### src/rtl/bcd_entry_pkg.sv
// Shared definitions for the BCD keypad entry block and the converter control:
// state encoding, digit geometry and the legal-digit check.
package bcd_entry_pkg;

  // Controller states, 2-bit encoding shared with the converter control
  typedef enum logic [1:0] {
    ST_IDLE    = 2'd0,
    ST_COLLECT = 2'd1,
    ST_LAUNCH  = 2'd2,
    ST_WAIT    = 2'd3
  } state_t;

  // Digit geometry: five BCD digits feed the 20-bit converter input
  localparam int MAX_DIGITS = 5;
  localparam int DIGIT_W    = 4;
  localparam int MAX_DIGIT  = 9;
  localparam int BCD_W      = MAX_DIGITS * DIGIT_W;
  localparam int NDIG_W     = 3;

  // A digit is legal when it is a decimal value 0..9
  function automatic logic is_legal_digit(input logic [DIGIT_W-1:0] d);
    return (d <= DIGIT_W'(MAX_DIGIT));
  endfunction

endpackage

### src/rtl/bcd_entry_timer.sv
// Conversion watchdog: cleared by start, counts while run is high and flags
// expiry when the count reaches TIMEOUT-1.
module bcd_entry_timer #(
  parameter int TIMEOUT = 255
) (
  input  logic clk,
  input  logic rst,
  input  logic start,
  input  logic run,
  output logic expired
);

  localparam int CW = (TIMEOUT > 2) ? $clog2(TIMEOUT) : 1;

  logic [CW-1:0] cnt_r;

  // Cycle counter: zeroed on start, advances each cycle while running
  always_ff @(posedge clk or posedge rst) begin
    if (rst) begin
      cnt_r <= '0;
    end else if (start) begin
      cnt_r <= '0;
    end else if (run) begin
      cnt_r <= cnt_r + CW'(1);
    end else begin
      cnt_r <= cnt_r;
    end
  end

  // Expiry is derived from the registered count and the state-decoded run
  assign expired = run && (cnt_r == CW'(TIMEOUT - 1));

endmodule

### src/rtl/bcd_entry.sv
// BCD keypad entry: collects up to MAX_DIGITS decimal digits into a
// right-justified shift register, launches a conversion on enter and waits
// for the converter (with a watchdog) before accepting new input.
module bcd_entry #(
  parameter int MAX_DIGITS = bcd_entry_pkg::MAX_DIGITS,
  parameter int TIMEOUT    = 255
) (
  input  logic        clk,
  input  logic        rst,
  input  logic        digit_valid,
  input  logic [3:0]  digit,
  input  logic        enter,
  input  logic        clear,
  input  logic        conv_done,
  output logic        conv_init,
  output logic [19:0] bcd_out,
  output logic [2:0]  ndigits,
  output logic        busy,
  output logic        err
);

  import bcd_entry_pkg::*;

  state_t            state_r;
  logic [BCD_W-1:0]  bcd_r;
  logic [NDIG_W-1:0] ndigits_r;
  logic              conv_init_r;
  logic              busy_r;
  logic              err_r;
  logic              timer_start_s;
  logic              timer_run_s;
  logic              timer_expired_s;
  logic              digit_ok_s;

  assign digit_ok_s    = is_legal_digit(digit);
  assign timer_start_s = (state_r == ST_LAUNCH);
  assign timer_run_s   = (state_r == ST_WAIT);

  bcd_entry_timer #(
    .TIMEOUT (TIMEOUT)
  ) u_timer (
    .clk     (clk),
    .rst     (rst),
    .start   (timer_start_s),
    .run     (timer_run_s),
    .expired (timer_expired_s)
  );

  // Controller FSM with the digit shift register, count and registered strobes
  always_ff @(posedge clk or posedge rst) begin
    if (rst) begin
      state_r     <= ST_IDLE;
      bcd_r       <= '0;
      ndigits_r   <= '0;
      conv_init_r <= 1'b0;
      busy_r      <= 1'b0;
      err_r       <= 1'b0;
    end else begin
      conv_init_r <= 1'b0;
      err_r       <= 1'b0;
      case (state_r)
        ST_IDLE: begin
          if (clear) begin
            bcd_r     <= '0;
            ndigits_r <= '0;
          end else if (enter) begin
            // Nothing to convert; ignored silently
            state_r <= ST_IDLE;
          end else if (digit_valid) begin
            if (digit_ok_s) begin
              bcd_r     <= {{(BCD_W-DIGIT_W){1'b0}}, digit};
              ndigits_r <= NDIG_W'(1);
              state_r   <= ST_COLLECT;
            end else begin
              err_r <= 1'b1;
            end
          end else begin
            state_r <= ST_IDLE;
          end
        end
        ST_COLLECT: begin
          if (clear) begin
            bcd_r     <= '0;
            ndigits_r <= '0;
            state_r   <= ST_IDLE;
          end else if (enter) begin
            conv_init_r <= 1'b1;
            busy_r      <= 1'b1;
            state_r     <= ST_LAUNCH;
          end else if (digit_valid) begin
            if (!digit_ok_s || (ndigits_r == NDIG_W'(MAX_DIGITS))) begin
              // Illegal digit or register full: drop it and flag
              err_r <= 1'b1;
            end else begin
              bcd_r     <= {bcd_r[BCD_W-DIGIT_W-1:0], digit};
              ndigits_r <= ndigits_r + NDIG_W'(1);
            end
          end else begin
            state_r <= ST_COLLECT;
          end
        end
        ST_LAUNCH: begin
          // Start pulse lasts exactly this one cycle
          state_r <= ST_WAIT;
        end
        ST_WAIT: begin
          if (conv_done) begin
            // Completion wins over a coincident timeout
            busy_r  <= 1'b0;
            state_r <= ST_IDLE;
          end else if (timer_expired_s) begin
            busy_r  <= 1'b0;
            err_r   <= 1'b1;
            state_r <= ST_IDLE;
          end else begin
            state_r <= ST_WAIT;
          end
        end
        default: begin
          state_r     <= ST_IDLE;
          bcd_r       <= '0;
          ndigits_r   <= '0;
          busy_r      <= 1'b0;
        end
      endcase
    end
  end

  assign conv_init = conv_init_r;
  assign bcd_out   = bcd_r;
  assign ndigits   = ndigits_r;
  assign busy      = busy_r;
  assign err       = err_r;

endmodule

### config.mk
export PLATFORM = sky130hd
export DESIGN_NAME = bcd_entry
export DESIGN_NICKNAME = d
export VERILOG_FILES = /design/src/rtl/bcd_entry_pkg.sv /design/src/rtl/bcd_entry_timer.sv /design/src/rtl/bcd_entry.sv
export SDC_FILE = /design/constraint.sdc
export NUM_CORES = 1
export LEC_CHECK = 0
export ABC_AREA = 1
export CAP_MARGIN = 10
export CORE_MARGIN = 8
export CORE_UTILIZATION = 51
export DETAILED_ROUTE_END_ITERATION = 16
export GPL_ROUTABILITY_DRIVEN = 0
export PLACE_DENSITY = 0.85
export REMOVE_ABC_BUFFERS = 1
export SYNTH_ARGS = -nofsm -noshare
export SYNTH_HDL_FRONTEND = slang
export SYNTH_SLANG_ARGS = --single-unit
### constraint.sdc
create_clock -name clk -period 1.35 [get_ports clk]
set_input_delay 0.2025 -clock clk [delete_from_list [all_inputs] [get_ports clk]]
set_output_delay 0.2025 -clock clk [all_outputs]
set_load 0.1 [all_outputs]
### Yosys cells after proc, flatten, opt, wreduce, memory -nomap -nowiden

Index checks and enable logic that the tools add are counted.

| cells by class | value |
|---|---|
| add/subtract/negate cells | 2 |
| magnitude comparators | 1 |
| equality and inequality tests | 17 |
| muxes and demuxes | 49 |
| reduce and logical (&&, ||, !) cells | 10 |

Operators with widths:

| kind | number |
|---|---|
| 20-bit two-way mux | 8 |
| 20-bit one-hot mux with 2 select lines | 1 |
| 3-bit two-way mux | 8 |
| 3-bit != test (second input constant) | 7 |
| 2-bit two-way mux | 9 |
| 1-bit two-way mux | 17 |
| 8-bit two-way mux | 2 |
| 8-bit by 1-bit adder with 8-bit output (second input constant) | 1 |
| 8-bit == test (second input constant) | 1 |
| 4-bit != test (second input constant) | 2 |
| 2-bit one-hot mux with 4 select lines | 1 |
| 7-bit AND reduction | 1 |
| 2-bit != test (second input constant) | 3 |
| 3-bit one-hot mux with 2 select lines | 1 |
| 2-bit nonzero test | 3 |
| 2-bit == test (second input constant) | 2 |
| 4-bit <= comparator (second input constant) | 1 |
| 4-bit AND reduction | 1 |
| 3-bit by 1-bit adder with 3-bit output (second input constant) | 1 |
| 3-bit == test (second input constant) | 1 |
| 1-bit one-hot mux with 3 select lines | 1 |
| 3-bit AND reduction | 1 |
| 2-bit by 1-bit == test with 1-bit output (second input constant) | 1 |
| 2-bit zero test | 1 |
| 4 further kinds | 4 |

| storage, ports and cells | value |
|---|---|
| register bits | 36 |
| input port bits | 10 |

### Logic depth before layout (Yosys ltp)

Gate-level depths: netlist of run 1.

| depth | value |
|---|---|
| word-level depth | 8 |
| depth in mapped cells | 9 |

### Cells and area by module

Synthesis of run 1 repeated with hierarchy kept, for this count alone.

| unflattened totals | value |
|---|---|
| cells, all modules | 269 |
| area total of the unflattened synthesis | 2025.7 um2 |

Modules (own cells, without submodules):

| module | instances | cells an instance | area an instance (um2) | seq. area each (um2) |
|---|---|---|---|---|
| bcd_entry | 1 | 209 | 1550.2 | 700.7 |
| bcd_entry_timer | 1 | 60 | 475.5 | 200.2 |

### Worst setup path after synthesis of run 1

Ideal clock, no wire load.

| timing | value |
|---|---|
| path kind | register -> register |
| from | register ndigits_r[0], in the netlist ndigits[0] |
| to | register bcd_r[16], in the netlist bcd_out[16] |
| data arrival time | 1.898 ns |
| slack | -0.671 ns |
| stages on the path, launching flop included | 8 |
| buffers on the path | 1 |
| period minus slack after synthesis | 2.021 ns |
| cell sequence | dfrtp_1 > ha_1 > nand3_2 > nand4_4 > nand2_4 > buf_6 > nand3_1 > nand2_1 |

| between the ends | value |
|---|---|
| longest elaborated chain between the ends | 4 |

Ends and longest elaborated chain:

| item | RTL line | source |
|---|---|---|
| start: declaration | bcd_entry.sv:26 | `logic [NDIG_W-1:0] ndigits_r;` |
| start signal: assignment | bcd_entry.sv:96 | `ndigits_r <= ndigits_r + NDIG_W'(1);` |
| 3-bit == test | bcd_entry.sv:91 | `if (!digit_ok_s \|\| (ndigits_r == NDIG_W'(MAX_DIGITS))) begin` |
| 1-bit logical OR | bcd_entry.sv:91 |  |
| 3-bit != test (no source line) | - |  |
| 7-bit AND reduction (no source line) | - |  |
| end signal: assignment | bcd_entry.sv:71 | `bcd_r <= {{(BCD_W-DIGIT_W){1'b0}}, digit};` |
| end signal: assignment | bcd_entry.sv:95 | `bcd_r <= {bcd_r[BCD_W-DIGIT_W-1:0], digit};` |
| end: declaration | bcd_entry.sv:25 | `logic [BCD_W-1:0] bcd_r;` |

Every way passes these cells.
A chain may end at the register's enable or synchronous reset.

### Final worst setup path of run 1

| timing | value |
|---|---|
| from | register ndigits_r[1], in the netlist ndigits[1] |
| to | register bcd_r[1], in the netlist bcd_out[1] |

The elaborated chain is that of the path after synthesis.

==> results.json, run 1 <==
{
  "critPathMaxFanout": 8,
  "antenna_cells": 0,
  "setup_viol": 23,
  "io_pins": 36,
  "ant_nets": 0,
  "wirelength_um": 5868,
  "die_w_um": 75.23,
  "cts_htree_levels": 2,
  "p_leak_nw": 1.381,
  "rrSetupSlack_ns": -0.07,
  "drive_above_1_share_pct": 38.58,
  "status": "complete, but fails checks",
  "crit_path_end_kind": "flip-flop",
  "vias": 1848,
  "first_iter_violations": 183,
  "dp.cells": 300,
  "cts_root_buffer": "clkbuf_4",
  "core-area_mm2": 0.003363,
  "finalHoldViolCount": 0,
  "synth_cells": 207,
  "required_ns": 1.62,
  "cts_buffer_depth": 2,
  "clock_skew_ns": 0.01186,
  "drtPass1Iterations": 6,
  "worstSkewPairLatency_ns": 0.37,
  "max_clock_freq_mhz": 704.5,
  "worst_pin_slew_ns": 0.3343,
  "ir_drop_uv": 1062,
  "post-route-period-util_pct": 105.2,
  "die-height_um": 75.23,
  "startpoint_type": "flip-flop",
  "ys_ff_latch": 36,
  "dp_hpwl_um": 3386,
  "grt_pass1_vias": 1713,
  "fin_crit_ns": 1.420,
  "io_buffers": 35,
  "synthToLayoutAreaGrowth_pct": 61.19,
  "synth.cell_area_mm2": 0.001789,
  "route.detailed.drc": 0,
  "maxCapViolCount": 0,
  "crit_type": "flip-flop to flip-flop",
  "grtUsageTotal_pct": 18.48,
  "rsz0062_at_grt": "yes",
  "cts_made_buffers": 5,
  "cts_tree": "done",
  "antenna_found_initial": 0,
  "layout.cells.non_filler": 313,
  "viasPerCell": 5.904,
  "fin_total_pwr_mw": 3.618,
  "overflow": 0,
  "cts_sinks": 36,
  "final_core_util_pct": 85.75,
  "powerDensity_mw_per_mm2": 1254,
  "nets": 280,
  "finalWorstSetupSlack_ns": -0.06954,
  "violations": "negative setup slack",
  "start_util_pct": 53.20,
  "wl_per_cell_um": 18.75,
  "worstPathArrival_ns": 1.69,
  "grt_pass1_wl_um": 7824,
  "hold_path_class": "input port to asynchronous set/reset pin",
  "fill_cells": 160,
  "grt_max_degree": 37,
  "die-area_mm2": 0.005660,
  "num_rows": 21,
  "synth.distinct_cells": 29,
  "slew_viol_final": 0,
  "tns_ns": -0.9931,
  "clk_pin_slew_ns": 0.12,
  "syn_area_per_cell_um2": 8.644,
  "seq_area_frac_synth_pct": 50.35,
  "ys.warnings.count": 0,
  "max-slew-margin-rel_pct": 77.48
}
-- registers in the layout (all words and copies together) (netlist names) --
| signal | count |
|---|---|
| ndigits | 3 |
| u_timer.cnt_r | 8 |
| busy | 1 |
| bcd_out | 20 |
| state_r | 2 |
| conv_init | 1 |
| err | 1 |
-- cell type report --
cell class	count	area (µm²)	area share, %
well taps	46	57.56	1.996
inverters	18	70.07	2.429
flip-flops and latches	36	902.1	31.28
clock inverters	2	10.01	0.3471
multi-input cells	148	955.9	33.15
repair buffers	57	837.1	29.02
clock buffers	6	51.30	1.779
-- routing by layer --
layer / vias up / GRT usage (%) / routed length (µm)
met5: - / 0 / 0
met4: 0 / 8.102 / 290
met3: 35 / 5.992 / 457
met2: 119 / 32.92 / 2962
met1: 888 / 19.33 / 2158
li1: 806 / - / -
-- kinds of logic after synthesis --
logic type	after synthesis	share of synthesized area, %
adders and majority gates	4	2.797
and+or+nand+nor	128	35.66
AOI/OAI and AO/OA	13	3.916
buffers and inverters	25	6.783
xor gates and xnor gates	1	0.4896
DFF	36	50.35
-- worst paths after layout --
path,start,to,depth (start not counted)
worst max-delay path,ndigits[1],bcd_out[1],8
worst min-delay path,rst,u_timer.cnt_r[1],3
worst max register to register,ndigits[1],bcd_out[1],8
worst min register to register,u_timer.cnt_r[2],u_timer.cnt_r[2],1
max in group asynchronous,rst,ndigits[2],3
min in group clk,digit[0],bcd_out[0],3
-- where the power goes --
group / total [mW] / switching (mW) / internal (mW)
registers: 1.34 / 0.153 / 1.18
logic: 1.62 / 1.05 / 0.572
clock network: 0.656 / 0.408 / 0.248
-- Yosys cell counts (all sizes together) --
cell | n | area, µm²
ha | 4 | 50.05
xnor2 | 1 | 8.760
o21ai | 6 | 33.78
nand3b | 1 | 7.510
a31oi | 1 | 6.260
nor3b | 2 | 15.01
or2 | 1 | 6.260
nor2 | 17 | 87.59
nand3 | 47 | 240.2
nand4 | 4 | 40.04
buf | 7 | 51.30
inv | 18 | 70.07
nor3 | 2 | 21.27
dfrtp | 36 | 900.9
nand2 | 54 | 220.2
a21oi | 6 | 30.03
-- cell usage in the layout, fill, tap and decap left out, types with 4 or more instances in the layout --
cell and n:
buf_12 28, nand2_1 48, clkbuf_4 5, inv_1 14, nand3_1 23, buf_4 16
nand3_2 22, a21oi_1 6, dfrtp_1 35, nor2_1 12, clkdlybuf4s50_1 9, nand2_2 4
-- worst max-delay path: stages, from the launching register on --
cell and delay [ns]:
dfrtp_1 0.43, inv_2 0.07, ha_4 0.17, nand3_4 0.08
nand4_4 0.09, buf_12 0.18, buf_8 0.14, nand3_1 0.09
nand2_1 0.06
-- what timing repair did --
| action | in CTS | in global routing |
|---|---|---|
| buffers inserted | 1 | 1 |
| hold buffers | 0 | 0 |
| cloned | 0 | 3 |
| setup endpoints to repair | 19 | 27 |
| pin swaps | 0 | 13 |
| gates resized for setup | 8 | 34 |
-- through the flow --
stage | setup WS (ns) | cell area (µm²) | hold slack (ns)
detailed placement | -0.1864 | 2561 | 0.4985
finish | -0.06954 | 2884 | 0.1652
global placement | -0.1307 | 2561 | 0.4909
CTS | -0.01223 | 2663 | 0.1918
floorplan | -0.7647 | 1738 | 0.3121
global route | -0.1099 | 2884 | 0.1689
Power figures use the tool's default switching activity.
==> run 2: changes to the inputs <==
==> constraint.sdc (replaced) <==
create_clock -name clk -period 1.5 [get_ports clk]
set_input_delay 0.225 -clock clk [delete_from_list [all_inputs] [get_ports clk]]
set_output_delay 0.225 -clock clk [all_outputs]
set_load 0.1 [all_outputs]
==> run 2 against run 1 <==
  * The flow now finishes without violations
  * Utilization shrank 8.9 points
  * First-iteration DRC count down 14%
  * Design area shrank 10%
==> results.json, run 2 (same netlist as run 1, synthesis figures left out) <==
{
  "nets": 266,
  "clock_skew_ns": 0.01278,
  "required_ns": 1.79,
  "viasPerCell": 5.515,
  "worstSkewPairLatency_ns": 0.34,
  "core-area_mm2": 0.003363,
  "wl_per_cell_um": 15.09,
  "drtPass1Iterations": 4,
  "wirelength_um": 4511,
  "route.detailed.drc": 0,
  "grt_pass1_vias": 1672,
  "p_sw_share_pct": 40.92,
  "start_util_pct": 53.20,
  "grt_pass1_wl_um": 7417,
  "maxCapViolCount": 0,
  "antenna_cells": 0,
  "tns_ns": 0,
  "startpoint_type": "flip-flop",
  "largest_register_ffs": 20,
  "die-height_um": 75.23,
  "layout_commonest_cell": "nand2_1",
  "num_rows": 21,
  "fin_total_pwr_mw": 3.002,
  "cts_htree_levels": 2,
  "fill_cells": 232,
  "finalHoldViolCount": 0,
  "crit_path_end_kind": "flip-flop",
  "cts_tree": "done",
  "cts_sinks": 36,
  "cts_root_buffer": "clkbuf_4",
  "layout_common_cells": "51 x nand2_1, 46 x nand3_1, 36 x dfrtp_1",
  "io_buffers": 35,
  "vias": 1649,
  "crit_top_cell": "nand2_1",
  "pwr-share-comb_pct": 36.8,
  "rrSetupSlack_ns": 0.08,
  "cp_top_family": "simple AND/OR/NAND/NOR gates",
  "p_leak_nw": 1.288,
  "status": "completed",
  "antenna_found_initial": 0,
  "grt_max_degree": 37,
  "critical_path_buf_inv_count": 0,
  "critPathMaxFanout": 5,
  "ant_nets": 0,
  "slew_viol_final": 0,
  "setup_viol": 0,
  "pwr-share-seq_pct": 40.5,
  "p_sw_mw": 1.228,
  "drive_above_1_share_pct": 23.32,
  "max-slew-margin-rel_pct": 75.63,
  "cpMaxStageDelayCell": "dfrtp_1",
  "hold_path_class": "input port to asynchronous set/reset pin",
  "worst_pin_slew_ns": 0.3656,
  "fin_crit_ns": 1.423,
  "cpPeakStageDelay_ns": 0.43,
  "crit_type": "flip-flop to flip-flop",
  "grtUsageTotal_pct": 17.11,
  "final_area_mm2": 0.002586,
  "clk_pin_slew_ns": 0.12,
  "first_iter_violations": 158,
  "internal_power_mw": 1.773,
  "dp_hpwl_um": 3149,
  "worstPathArrival_ns": 1.71,
  "die-area_mm2": 0.005660,
  "cp_cell_sequence": "ha_1 > nand3_2 > nand4_4 > nor2_2 > nand2_1 > nand2_1",
  "io_pins": 36,
  "rsz0062_at_grt": "yes",
  "hold_ws_ns": 0.2272,
  "max_clock_freq_mhz": 702.8,
  "die_w_um": 75.23,
  "clkPwrFrac_pct": 22.7,
  "synthToLayoutAreaGrowth_pct": 44.55,
  "ir_drop_uv": 1031,
  "cts_made_buffers": 5,
  "cts_buffer_depth": 2,
  "placed_cell_area_mm2": 0.002486,
  "post-route-period-util_pct": 94.85,
  "powerDensity_mw_per_mm2": 1161,
  "overflow": 0
}
-- run 2: layout make-up --
class	instances	area, µm²	share of cell area, %
Timing Repair Buffer	45	701.9	27.14
Tap cell	46	57.56	2.225
Clock buffer	5	37.54	1.451
Clock inverter	3	42.54	1.645
Inverter	18	70.07	2.709
Multi-Input combinational cell	146	775.7	30.00
Sequential cell	36	900.9	34.83
-- run 2: through the flow --
stage,util [%],worst slack (ns),cells
detailed placement,73.92,-0.05968,290
finish,76.90,0.07721,299
CTS,76.30,0.04794,298
floorplan,-,-0.6147,200
global route,76.90,-0.0008348,299
global placement,73.92,-0.01139,290
-- run 2: what timing repair did --
action / in CTS / in global routing
setup buffers: 0 / 1
hold buffers: 0 / 0
endpoints found under the setup margin: 0 / 21
gates resized for setup: 0 / 3
-- run 2: power groups by stage --
stage | clock (mW) | combinational [mW] | sequential [mW]
6_report | 0.682 | 1.11 | 1.21
5_1_grt | 0.747 | 1.18 | 1.23
4_1_cts | 0.691 | 1.08 | 1.21
3_5_place_dp | 0 | 1.08 | 1.23
3_3_place_gp | 0 | 1.06 | 1.22
2_1_floorplan | 0 | 0.412 | 1.48
-- run 2: path summary, 6_finish.rpt --
| check | to | from | cells past startpoint |
|---|---|---|---|
| min in group clk | bcd_out[0] | digit[0] | 3 |
| setup / recovery | bcd_out[2] | ndigits[0] | 6 |
| max in group asynchronous | u_timer.cnt_r[7] | rst | 3 |
| hold reg to reg | u_timer.cnt_r[0] | u_timer.cnt_r[0] | 1 |
| setup reg to reg | bcd_out[2] | ndigits[0] | 6 |
| hold / removal | u_timer.cnt_r[2] | rst | 3 |
-- run 2: tightest hold or removal path: cells and delay by family --
family                 cells  cell delay (ns)
buffers and inverters      3             0.72
-- run 2: layer usage --
metal  up-vias  routed length (µm)  track usage [%]
li1        771                   -                -
met4         0                 106            9.595
met3        10                 240            4.261
met5         -                   0                0
met2        63                2327            28.02
met1       805                1837            19.92
==> run 3: changes to the inputs <==
--- a/config.mk
+++ b/config.mk
@@ -8,10 +8,10 @@
 export ABC_AREA = 1
 export CAP_MARGIN = 10
 export CORE_MARGIN = 8
-export CORE_UTILIZATION = 51
+export CORE_UTILIZATION = 55
 export DETAILED_ROUTE_END_ITERATION = 16
 export GPL_ROUTABILITY_DRIVEN = 0
-export PLACE_DENSITY = 0.85
+export PLACE_DENSITY = 0.91
 export REMOVE_ABC_BUFFERS = 1
 export SYNTH_ARGS = -nofsm -noshare
 export SYNTH_HDL_FRONTEND = slang
==> constraint.sdc (replaced) <==
create_clock -name clk -period 1.8 [get_ports clk]
set_input_delay 0.27 -clock clk [delete_from_list [all_inputs] [get_ports clk]]
set_output_delay 0.27 -clock clk [all_outputs]
set_load 0.1 [all_outputs]
==> run 3 against run 2 <==
  * Flip-flop and latch count unchanged
  * Sequential power decreased by 17%
  * Largest cell class unchanged
  * Non-clock buffer count decreased by 4
  * Design area down 6.6%
==> results.json, run 3 (same netlist as run 1, synthesis figures left out) <==
{
  "status": "completed",
  "ir_drop_uv": 963.9,
  "dp.cells": 285,
  "core-area_mm2": 0.003078,
  "cpMaxStageDelayCell": "dfrtp_1",
  "cts_sinks": 36,
  "die-height_um": 73.04,
  "start_util_pct": 58.13,
  "setup_viol": 0,
  "tns_ns": 0,
  "routed-wl-met2_um": 2275,
  "cts_tree": "done",
  "highest_layer": "met4",
  "crit_path_end_kind": "flip-flop",
  "max_clock_freq_mhz": 678.5,
  "viasPerCell": 5.618,
  "worstPathArrival_ns": 1.78,
  "met1_length_um": 1752,
  "io_buffers": 35,
  "required_ns": 2.10,
  "max-slew-margin-rel_pct": 70.67,
  "startpoint_type": "flip-flop",
  "hold_path_class": "input port to asynchronous set/reset pin",
  "synthToLayoutAreaGrowth_pct": 35.04,
  "cts_root_buffer": "clkbuf_4",
  "wl_per_cell_um": 15.06,
  "crit_type": "flip-flop to flip-flop",
  "p_leak_nw": 1.237,
  "maxCapViolCount": 0,
  "finalWorstSetupSlack_ns": 0.3261,
  "cts_htree_levels": 2,
  "cts_buffer_depth": 2,
  "grt_pass1_vias": 1603,
  "post_cts_buffers": 0,
  "drtPass1Iterations": 4,
  "worstSkewPairLatency_ns": 0.36,
  "die-area_mm2": 0.005334,
  "drive_above_1_share_pct": 21.69,
  "critical_path_buf_inv_count": 0,
  "fin_crit_ns": 1.474,
  "first_iter_violations": 194,
  "postCtsHoldBufs": 0,
  "io_pins": 36,
  "overflow": 0,
  "cpPeakStageDelay_ns": 0.49,
  "antenna_cells": 0,
  "powerDensity_mw_per_mm2": 1022,
  "route.detailed.drc": 0,
  "fin_total_pwr_mw": 2.469,
  "largest_register_ffs": 20,
  "die_w_um": 73.04,
  "cts_made_buffers": 5,
  "hold_ws_ns": 0.3106,
  "post-route-period-util_pct": 81.89,
  "clock_skew_ns": 0.007809,
  "cts_resized": 0,
  "vias": 1646,
  "nets": 262,
  "grt_pass1_wl_um": 7541,
  "cp_top_family": "simple AND/OR/NAND/NOR gates",
  "ant_nets": 0,
  "layout.cells.non_filler": 293,
  "slew_viol_final": 0,
  "dp_hpwl_um": 3067,
  "place_worst_setup_slack_ns": 0.1948,
  "cp_cell_sequence": "ha_1 > nand3_2 > nand4_4 > nand2_4 > nand3_1 > nand2_1",
  "layout_commonest_cell": "nand2_1",
  "grtUsageTotal_pct": 17.93,
  "num_rows": 20,
  "grt_max_degree": 37,
  "layout_common_cells": "51 x nand2_1, 46 x nand3_1, 36 x dfrtp_1",
  "critPathMaxFanout": 19,
  "wl_met3_um": 245,
  "wirelength_um": 4414,
  "worst_pin_slew_ns": 0.4399,
  "finalHoldViolCount": 0,
  "antenna_found_initial": 0,
  "rsz0062_at_grt": "no",
  "clk_pin_slew_ns": 0.12
}
-- run 3: cell types whose count changed in the layout (fill, tap and decap cells not counted), sizes merged --
cell / delta
buf: -4
-- run 3: final timing paths --
kind                        startpoint           to  slack (ns)  depth (start not counted)
max                         ndigits[0]   bcd_out[4]        0.33                          6
min                                rst  bcd_out[15]        0.31                          3
max reg2reg                 ndigits[0]   bcd_out[4]        0.33                          6
min reg2reg                bcd_out[17]  bcd_out[17]        0.53                          2
max in group asynchronous          rst   state_r[0]        1.17                          3
min in group clk              digit[0]   bcd_out[0]        0.45                          3
-- run 3: area by class of cell --
class	instances	area (µm²)
sequential	36	900.9
multi-input combinational	146	767.0
fill	193	661.9
timing repair buffer	41	543.0
inverter	18	70.07
tap	44	55.05
clock inverter	3	42.54
clock buffer	5	37.54
-- run 3: through the flow --
| stage | util, % | area (µm²) |
|---|---|---|
| finish | 78.50 | 2416 |
| global route | 78.50 | 2416 |
| CTS | 78.50 | 2416 |
| detailed placement | 75.89 | 2336 |
| global placement | 75.89 | 2336 |
| floorplan | - | 1738 |
-- run 3: layer usage --
layer	up-vias	global-route usage (%)
li1	759	-
met1	806	20.35
met2	65	30.98
met3	16	3.846
met4	0	8.667
met5	-	0
-- run 3: report_power, final --
group          switching, mW  internal, mW
registers              0.125         0.887
logic                  0.612         0.264
clock network          0.291         0.289
total                   1.03          1.44
-- run 3: worst register-to-register path, stage by stage (launching register included) --
cell and delay (ns):
dfrtp_1 0.49, ha_1 0.26, nand3_2 0.10, nand4_4 0.14, nand2_4 0.23, nand3_1 0.13, nand2_1 0.07
